### src/rtl/uart_rx_fsm_if.sv
// Serial receive bus for uart_rx_fsm: the line input plus the received-frame result signals.
interface uart_rx_fsm_if;
    logic       rx;
    logic [7:0] rx_data;
    logic       rx_valid;
    logic       rx_busy;
    logic       parity_err;
    logic       frame_err;

    modport slave (
        input  rx,
        output rx_data, rx_valid, rx_busy, parity_err, frame_err
    );

    modport master (
        output rx,
        input  rx_data, rx_valid, rx_busy, parity_err, frame_err
    );
endinterface

### src/rtl/uart_rx_fsm.sv
// UART receiver: 1 start, 8 data (LSB first), optional parity, 1 stop; oversampled by CLKS_PER_BIT.
// Define UART_RX_PARITY_EN to include and check the parity bit; otherwise frames are 10 bits.
module uart_rx_fsm #(
    parameter int CLKS_PER_BIT = 16,
    parameter int PARITY_ODD   = 0
) (
    input  logic         clk,
    input  logic         rst,
    uart_rx_fsm_if.slave bus
);

    localparam int CW = $clog2(CLKS_PER_BIT);
    localparam logic [CW-1:0] HALF_CNT = CW'(CLKS_PER_BIT / 2 - 1);
    localparam logic [CW-1:0] LAST_CNT = CW'(CLKS_PER_BIT - 1);
    localparam logic [CW-1:0] ONE_CNT  = CW'(1);

    generate
        if ((CLKS_PER_BIT < 4) || ((CLKS_PER_BIT % 2) != 0) || (PARITY_ODD < 0) || (PARITY_ODD > 1)) begin : g_bad_cfg
            $error("uart_rx_fsm: illegal parameter set");
        end
    endgenerate

    typedef enum logic [2:0] {
        IDLE       = 3'd0,
        START_BIT  = 3'd1,
        DATA_BIT   = 3'd2,
        PARITY_BIT = 3'd3,
        STOP_BIT   = 3'd4
    } state_t;

    state_t          r_state, w_state_next;
    logic [1:0]      r_sync;
    logic            w_rx_s;
    logic [CW-1:0]   r_cnt, w_cnt_next;
    logic [2:0]      r_bit, w_bit_next;
    logic [7:0]      r_shift, w_shift_next;
    logic            r_armed, w_armed_next;
    logic            w_done, w_ferr;
    logic [7:0]      r_data;
    logic            r_valid, r_busy, r_perr, r_ferr;
`ifdef UART_RX_PARITY_EN
    logic            r_perr_pend, w_perr_pend_next;

    function automatic logic parity_err_f(input logic [7:0] data, input logic sample);
        return sample ^ (^data) ^ PARITY_ODD[0];
    endfunction
`endif

    assign w_rx_s = r_sync[1];

    // Two-flop synchronizer on the asynchronous line; resets to the idle level
    always_ff @(posedge clk or posedge rst) begin
        if (rst) r_sync <= 2'b11;
        else     r_sync <= {r_sync[0], bus.rx};
    end

    // FSM state and datapath registers
    always_ff @(posedge clk or posedge rst) begin
        if (rst) begin
            r_state <= IDLE;
            r_cnt   <= '0;
            r_bit   <= 3'd0;
            r_shift <= 8'h00;
            r_armed <= 1'b1;
`ifdef UART_RX_PARITY_EN
            r_perr_pend <= 1'b0;
`endif
        end else begin
            r_state <= w_state_next;
            r_cnt   <= w_cnt_next;
            r_bit   <= w_bit_next;
            r_shift <= w_shift_next;
            r_armed <= w_armed_next;
`ifdef UART_RX_PARITY_EN
            r_perr_pend <= w_perr_pend_next;
`endif
        end
    end

    // Next-state, bit sampling and frame-complete strobe
    always_comb begin
        w_state_next = r_state;
        w_cnt_next   = r_cnt;
        w_bit_next   = r_bit;
        w_shift_next = r_shift;
        w_armed_next = r_armed;
        w_done       = 1'b0;
        w_ferr       = 1'b0;
`ifdef UART_RX_PARITY_EN
        w_perr_pend_next = r_perr_pend;
`endif
        case (r_state)
            IDLE: begin
                w_cnt_next = '0;
                w_bit_next = 3'd0;
                if (r_armed && !w_rx_s) begin
                    w_state_next = START_BIT;
                end else if (w_rx_s) begin
                    w_armed_next = 1'b1;
                end else begin
                    w_armed_next = r_armed;
                end
            end
            START_BIT: begin
                if (r_cnt == HALF_CNT) begin
                    w_cnt_next   = '0;
                    w_state_next = w_rx_s ? IDLE : DATA_BIT;
                end else begin
                    w_cnt_next = r_cnt + ONE_CNT;
                end
            end
            DATA_BIT: begin
                if (r_cnt == LAST_CNT) begin
                    w_cnt_next   = '0;
                    w_shift_next = {w_rx_s, r_shift[7:1]};
                    w_bit_next   = r_bit + 3'd1;
                    if (r_bit == 3'd7) begin
`ifdef UART_RX_PARITY_EN
                        w_state_next = PARITY_BIT;
`else
                        w_state_next = STOP_BIT;
`endif
                    end else begin
                        w_state_next = DATA_BIT;
                    end
                end else begin
                    w_cnt_next = r_cnt + ONE_CNT;
                end
            end
            PARITY_BIT: begin
`ifdef UART_RX_PARITY_EN
                if (r_cnt == LAST_CNT) begin
                    w_cnt_next       = '0;
                    w_perr_pend_next = parity_err_f(r_shift, w_rx_s);
                    w_state_next     = STOP_BIT;
                end else begin
                    w_cnt_next = r_cnt + ONE_CNT;
                end
`else
                w_state_next = IDLE;
`endif
            end
            STOP_BIT: begin
                if (r_cnt == LAST_CNT) begin
                    w_cnt_next   = '0;
                    w_state_next = IDLE;
                    w_done       = 1'b1;
                    w_ferr       = ~w_rx_s;
                    // A low stop bit disarms until the line is seen high, so a break gives one frame
                    w_armed_next = w_rx_s;
                end else begin
                    w_cnt_next = r_cnt + ONE_CNT;
                end
            end
            default: begin
                w_state_next = IDLE;
                w_cnt_next   = '0;
            end
        endcase
    end

    // Registered outputs: results load and hold on frame completion
    always_ff @(posedge clk or posedge rst) begin
        if (rst) begin
            r_data  <= 8'h00;
            r_valid <= 1'b0;
            r_busy  <= 1'b0;
            r_perr  <= 1'b0;
            r_ferr  <= 1'b0;
        end else begin
            r_valid <= w_done;
            r_busy  <= (w_state_next != IDLE);
            if (w_done) begin
                r_data <= r_shift;
                r_ferr <= w_ferr;
`ifdef UART_RX_PARITY_EN
                r_perr <= r_perr_pend;
`else
                r_perr <= 1'b0;
`endif
            end else begin
                r_data <= r_data;
                r_ferr <= r_ferr;
                r_perr <= r_perr;
            end
        end
    end

    assign bus.rx_data    = r_data;
    assign bus.rx_valid   = r_valid;
    assign bus.rx_busy    = r_busy;
    assign bus.parity_err = r_perr;
    assign bus.frame_err  = r_ferr;

endmodule

### src/flat_wrapper.sv
// flat-port wrapper written by rule: the top's interface ports become plain ports
module uart_rx_fsm_flat 
#(
    parameter int CLKS_PER_BIT = 16,
    parameter int PARITY_ODD   = 0
)
  (clk, rst, bus_rx, bus_rx_data, bus_rx_valid, bus_rx_busy, bus_parity_err, bus_frame_err);
  uart_rx_fsm_if bus_i ();
  input  logic clk;
  input  logic rst;
  input wire logic [$bits(bus_i.rx)-1:0] bus_rx;
  output wire logic [$bits(bus_i.rx_data)-1:0] bus_rx_data;
  output wire logic [$bits(bus_i.rx_valid)-1:0] bus_rx_valid;
  output wire logic [$bits(bus_i.rx_busy)-1:0] bus_rx_busy;
  output wire logic [$bits(bus_i.parity_err)-1:0] bus_parity_err;
  output wire logic [$bits(bus_i.frame_err)-1:0] bus_frame_err;
  assign bus_i.rx = bus_rx;
  assign bus_rx_data = bus_i.rx_data;
  assign bus_rx_valid = bus_i.rx_valid;
  assign bus_rx_busy = bus_i.rx_busy;
  assign bus_parity_err = bus_i.parity_err;
  assign bus_frame_err = bus_i.frame_err;
  uart_rx_fsm #(.CLKS_PER_BIT(CLKS_PER_BIT), .PARITY_ODD(PARITY_ODD)) u_core (.clk(clk), .rst(rst), .bus(bus_i));
endmodule
### config.mk
export PLATFORM = sky130hd
export DESIGN_NAME = uart_rx_fsm_flat
export DESIGN_NICKNAME = d
export VERILOG_FILES = /design/src/rtl/uart_rx_fsm_if.sv /design/src/rtl/uart_rx_fsm.sv /design/src/flat_wrapper.sv
export SDC_FILE = /design/constraint.sdc
export NUM_CORES = 1
export LEC_CHECK = 0
export BUFFER_PORTS_ARGS = -buffer_cell sky130_fd_sc_hd__clkbuf_2
export CORE_AREA = 2 2 85 87
export DETAILED_ROUTE_END_ITERATION = 7
export DIE_AREA = 0 0 87 89
export MAX_ROUTING_LAYER = met4
export PLACE_DENSITY = 0.42
export SLEW_MARGIN = 20
export SYNTH_ARGS = -nofsm -noshare
export SYNTH_HDL_FRONTEND = slang
export SYNTH_SLANG_ARGS = --single-unit
### constraint.sdc
create_clock -name clk -period 2.31 [get_ports clk]
set_clock_uncertainty 0.05 [all_clocks]
set_input_delay 0.231 -clock clk [delete_from_list [all_inputs] [get_ports clk]]
set_output_delay 0.231 -clock clk [all_outputs]
set_load 0.05 [all_outputs]
# Word level (Yosys, flattened, before mapping)
# Cells that the tools add are included.
[op_classes]
n_addsub = 2
div_mod_pow = 0
bitwise = 1
eq_ne = 11
n_mux = 20
order_cmp = 0
n_reduce_logical = 10
n_shift = 0
n_mul = 0
[op_table]
columns = ["cell", "count"]
rows = [
  ["$mux W3", 6],
  ["$pmux W3 S4", 1],
  ["$pmux W4 S3", 1],
  ["$mux W4", 2],
  ["$mux W1", 7],
  ["$eq A3 B2 Y1 const B", 2],
  ["$eq A3 B3 Y1 const B", 2],
  ["$ne A2 B1 Y1 const B", 3],
  ["$pmux W3 S2", 1],
  ["$add A4 B1 Y4 const B", 1],
  ["$eq A4 B3 Y1 const B", 1],
  ["$eq A4 B4 Y1 const B", 1],
  ["$reduce_and A2 Y1", 2],
  ["$reduce_and A4 Y1", 1],
  ["$reduce_bool A2 Y1", 2],
  ["$add A3 B1 Y3 const B", 1],
  ["$eq A3 B1 Y1 const B", 1],
  ["$logic_not A3 Y1", 1],
  ["$reduce_bool A3 Y1", 1],
  ["$mux W2", 1],
  ["$ne A2 B2 Y1 const B", 1],
  ["$pmux W1 S2", 1],
  ["$reduce_or A2 Y1", 1],
  ["$logic_and A1 B1 Y1", 1],
  ["2 further kinds", 2],
]
[word_totals]
reg_bits = 32
ram_bits = 0
in_bits = 3
elab_cells = 54
memories = 0
latch_bits = 0
output_inout_bits = 12
mem_bits_ro = 0

# Logic depth before layout (Yosys ltp)
[depth]
ltp_word = 5
ltp_mapped = 5
ltp_nobuf = 5

# Worst setup path before layout
# OpenSTA, ideal clock, no wires.
[synth_path]
kind = "register to register"
from = "reg u_core.r_cnt[0]"
to = "reg u_core.r_shift[0]"
arrival_time_ns = 1.448
path_stages_with_launch = 6
setup_time_ns = 0.125
period_less_slack_ns = 1.623
required_time_ns = 2.135
path_buffers = 1
setup_slack_ns = 0.687
path_cell_list = "dfrtp_1 ha_1 and4_1 and2_4 buf_6 mux2_4"
[synth_between]
elab_chain_len = 2
[synth_rtl]
columns = ["element", "line", "source"]
rows = [
  ["start: declaration", "uart_rx_fsm.sv:34", "logic [CW-1:0] r_cnt, w_cnt_next;"],
  ["start signal: assignment", "uart_rx_fsm.sv:70", "r_cnt <= w_cnt_next;"],
  ["$eq A4 B4 Y1", "uart_rx_fsm.sv:113", "if (r_cnt == LAST_CNT) begin"],
  ["$reduce_and A2 Y1 (no source line)", "--", ""],
  ["end signal: assignment", "uart_rx_fsm.sv:72", "r_shift <= w_shift_next;"],
  ["end: declaration", "uart_rx_fsm.sv:36", "logic [7:0] r_shift, w_shift_next;"],
]
# Every way passes these cells.
# A chain may end at the register's enable or synchronous reset.

# Worst setup path after layout
[layout_path]
from = "reg u_core.r_cnt[0]"
to = "reg u_core.r_shift[6]"
# The elaborated chain is that of the path after synthesis.

==> run metrics <==
CP Capture Type flip-flop; CTS buffer count 5; Pleak approximately 0.86 nW; Antenna diodes 0; register bit count reported by yosys 32; vias in the first global route ~980; Layout Utilization between 20% and 30%; post-route setup slack ~580 ps; Layout Cells excl Fill between 200 and 250; prevailing post-synth register cell dfrtp_1; most frequent cells in the layout dfrtp_1, mux2_4, clkbuf_2; crit-path max FO 11; full die area 0.00774 mm²; slowest stage delay, CP approximately 410 ps; critical path arrival about 1900 ps; reg2reg setup slack 580 ps; multiplexer area fraction after synthesis between 10% and 20%; Tcrit/Tclk final between 70 and 80%; number of remaining DRC errors 0; Post-Synth XOR/XNOR Area 1.14%; Pins Over Slew Limit 0; Die Y slightly below 90 µm; distinct cell type count after synthesis 41; top cell type's share of synthesized area between 40% and 50%; FF-to-FF path depth 4; Synth Area in Adders around 2.4%; Port Buffer Count 13; worst-path cell chain ha_1 -> and4_1 -> and2_4 -> mux2_2; global-route wire length before repair between 4000 and 5000 µm; FP Rows 30; layout cell share with drive strength beyond 1 approximately 37%; Post-Synthesis Cells 113; Tot Pwr between 1.5 and 2 mW; Max Clock Freq just under 600 MHz; GRT Overall Usage around 8.3%; P&R area growth vs syn 15.9%; maximum clock path buffer count 2; syn nets about 120; gpl congestion approximately 0.82; Die Wd between 80 and 90 µm; largest family of logic cells by synthesized area multiplexers; Worst path slowest cell dfrtp_1; CP Class flip-flop to flip-flop; Netlist Area Pre-Place ~0.0015 mm²; Final #Nets approximately 140; Critical Path RT 2430 ps; pwr dens between 800 and 900 mW/mm²; crit path time final around 1700 ps; Yosys Warn Count 0; first-pass detailed-route iteration total 4; dpl hpwl 1830 µm; dpl cells roughly 200; Skew-Pair Late Insertion Delay roughly 280 ps; IO Count 15; status completed; Async SR Flop Fraction 100%; reg-to-reg startpoint u_core.r_cnt[0]$_DFFE_PP0P_; capture point of the worst reg-to-reg path u_core.r_shift[6]$_DFFE_PP0P_; Synth Area per Inst approximately 14 µm²; Hold Path Class flip-flop to flip-flop; Max VDD drop ~0.00044 V; dpl ws 578 ps; Yosys top cell by area dfrtp_1; Hold WS just over 300 ps; synth top area cells dfrtp_1, mux2_4, dfstp_2; post-CTS sizing 0; WHS Path Cells 0; Total Neg Setup Slack 0 ps; Iter 0 DRT Violations 39; clk sinks 32; dpl cell area roughly 0.0017 mm²; core area between 0.006 and 0.007 mm²; final antenna-violating net count 0; initial antenna violation count 0; WL final 2730 µm; largest net degree at the start of global routing 33; wire per inst around 13 µm; RSZ-0062 raised after global routing no; Hold EP u_core.r_sync[1]$_DFF_PP1_; # Max-Cap Violations 0; GR Overflow Total 0; clk slew on worst S/H paths 70 ps; commonest non-fill, non-tap cell in the layout dfrtp_1; CTS root buf clkbuf_8; DR vias/cell around 4.5; Initial Util a little under a quarter; setup bufs post-CTS 0; compound-gate portion of the synthesized area a little under a tenth; hold_sp u_core.r_sync[0]$_DFF_PP1_; # H-tree levels 2; endpoints failing hold 0; CTS tree done; Simple-Gate Fraction of Synth Area between 10% and 20%; EDFF count, synth 0; final instance area approximately 0.0018 mm²; via count between 900 and 1000; Final setup viols 0; Seq/Total Area, Yosys 52.4%; crit path launch type flip-flop
state kept, by name, summed over array words and instances, names as in the netlist:
name / cells
u_core.bus.rx_data: 8
u_core.r_shift: 8
u_core.r_cnt: 4
u_core.r_bit: 3
u_core.r_state: 3
u_core.r_sync: 2
u_core.bus.frame_err: 1
u_core.bus.rx_busy: 1
u_core.bus.rx_valid: 1
u_core.r_armed: 1
layer usage:
metal  vias up  share of wire [%]  global-route usage, %  routed length (µm)
li1        442                  -                      -                   -
met1       482                 45                   9.89                1230
met2        25                 50                   13.3                1350
met3         3                4.8                   3.05                 131
met4         0               0.51                   2.41                  14
met5         -                  0                      -                   0
repair_timing:
item | 4_1_cts | 5_1_grt
endpoints found under the hold margin | 30 | 0
endpoints found under the setup margin | 0 | 0
hold buffers | 2 | 0
worst max-delay path: cells and delay by family (launching register included):
| kind | cells | cell delay [ps] |
|---|---|---|
| DFF | 1 | 410 |
| muxes | 1 | 350 |
| and+or+nand+nor | 2 | 510 |
| adders and majority gates | 1 | 310 |
power breakdown:
group	leakage, nW	internal [mW]	total (mW)	switching [mW]
logic	0.378	0.133	0.301	0.168
clock network	0.0552	0.320	0.523	0.203
registers	0.425	0.626	0.716	0.0900
total	0.858	1.08	1.54	0.461
how the worst max path moves through the flow:
stage / startpoint / endpoint / slack [ps] / cells after the start
after global placement: u_core.r_cnt[0]$_DFFE_PP0P_ / u_core.r_shift[6]$_DFFE_PP0P_ / 640 / 4
after global routing: u_core.r_cnt[0]$_DFFE_PP0P_ / u_core.r_cnt[0]$_DFFE_PP0P_ / 440 / 4
final: u_core.r_cnt[0]$_DFFE_PP0P_ / u_core.r_shift[6]$_DFFE_PP0P_ / 580 / 4
after floorplan: u_core.r_cnt[0]$_DFFE_PP0P_ / u_core.r_shift[0]$_DFFE_PP0P_ / 690 / 5
after CTS: u_core.r_cnt[0]$_DFFE_PP0P_ / u_core.r_shift[6]$_DFFE_PP0P_ / 570 / 4
after detailed placement: u_core.r_cnt[0]$_DFFE_PP0P_ / u_core.r_shift[6]$_DFFE_PP0P_ / 580 / 4
synth_stat cells (2+ instances only):
cell type / count
a21oi_1: 2
a22o_1: 2
a2bb2oi_1: 2
a32oi_1: 3
buf_4: 3
buf_6: 3
dfrtp_1: 29
dfstp_2: 3
ha_1: 3
inv_1: 8
mux2_2: 2
mux2_4: 15
mux2i_1: 2
nand3_1: 3
nor2_1: 3
nor3b_1: 2
o21ai_0: 3
xnor2_1: 2
cell type report:
type | instances | area, µm²
Multi-Input combinational cell | 67 | 644
Sequential cell | 32 | 805
Timing Repair Buffer | 16 | 92.6
Fill cell | 678 | 4940
Tap cell | 80 | 100
Clock inverter | 2 | 35.0
Clock buffer | 6 | 72.6
Inverter | 8 | 30.0
kinds of logic (layout without fill, tap and decap cells):
| kind of cell | after synthesis | count (layout) |
|---|---|---|
| muxes | 19 | 19 |
| DFF | 32 | 32 |
| adders and majority gates | 3 | 3 |
| AOI/OAI and AO/OA | 19 | 19 |
| other | 1 | 1 |
| and+or+nand+nor | 23 | 23 |
| xor gates and xnor gates | 2 | 2 |
| buffers and inverters | 14 | 32 |
Power figures use the tool's default switching activity.
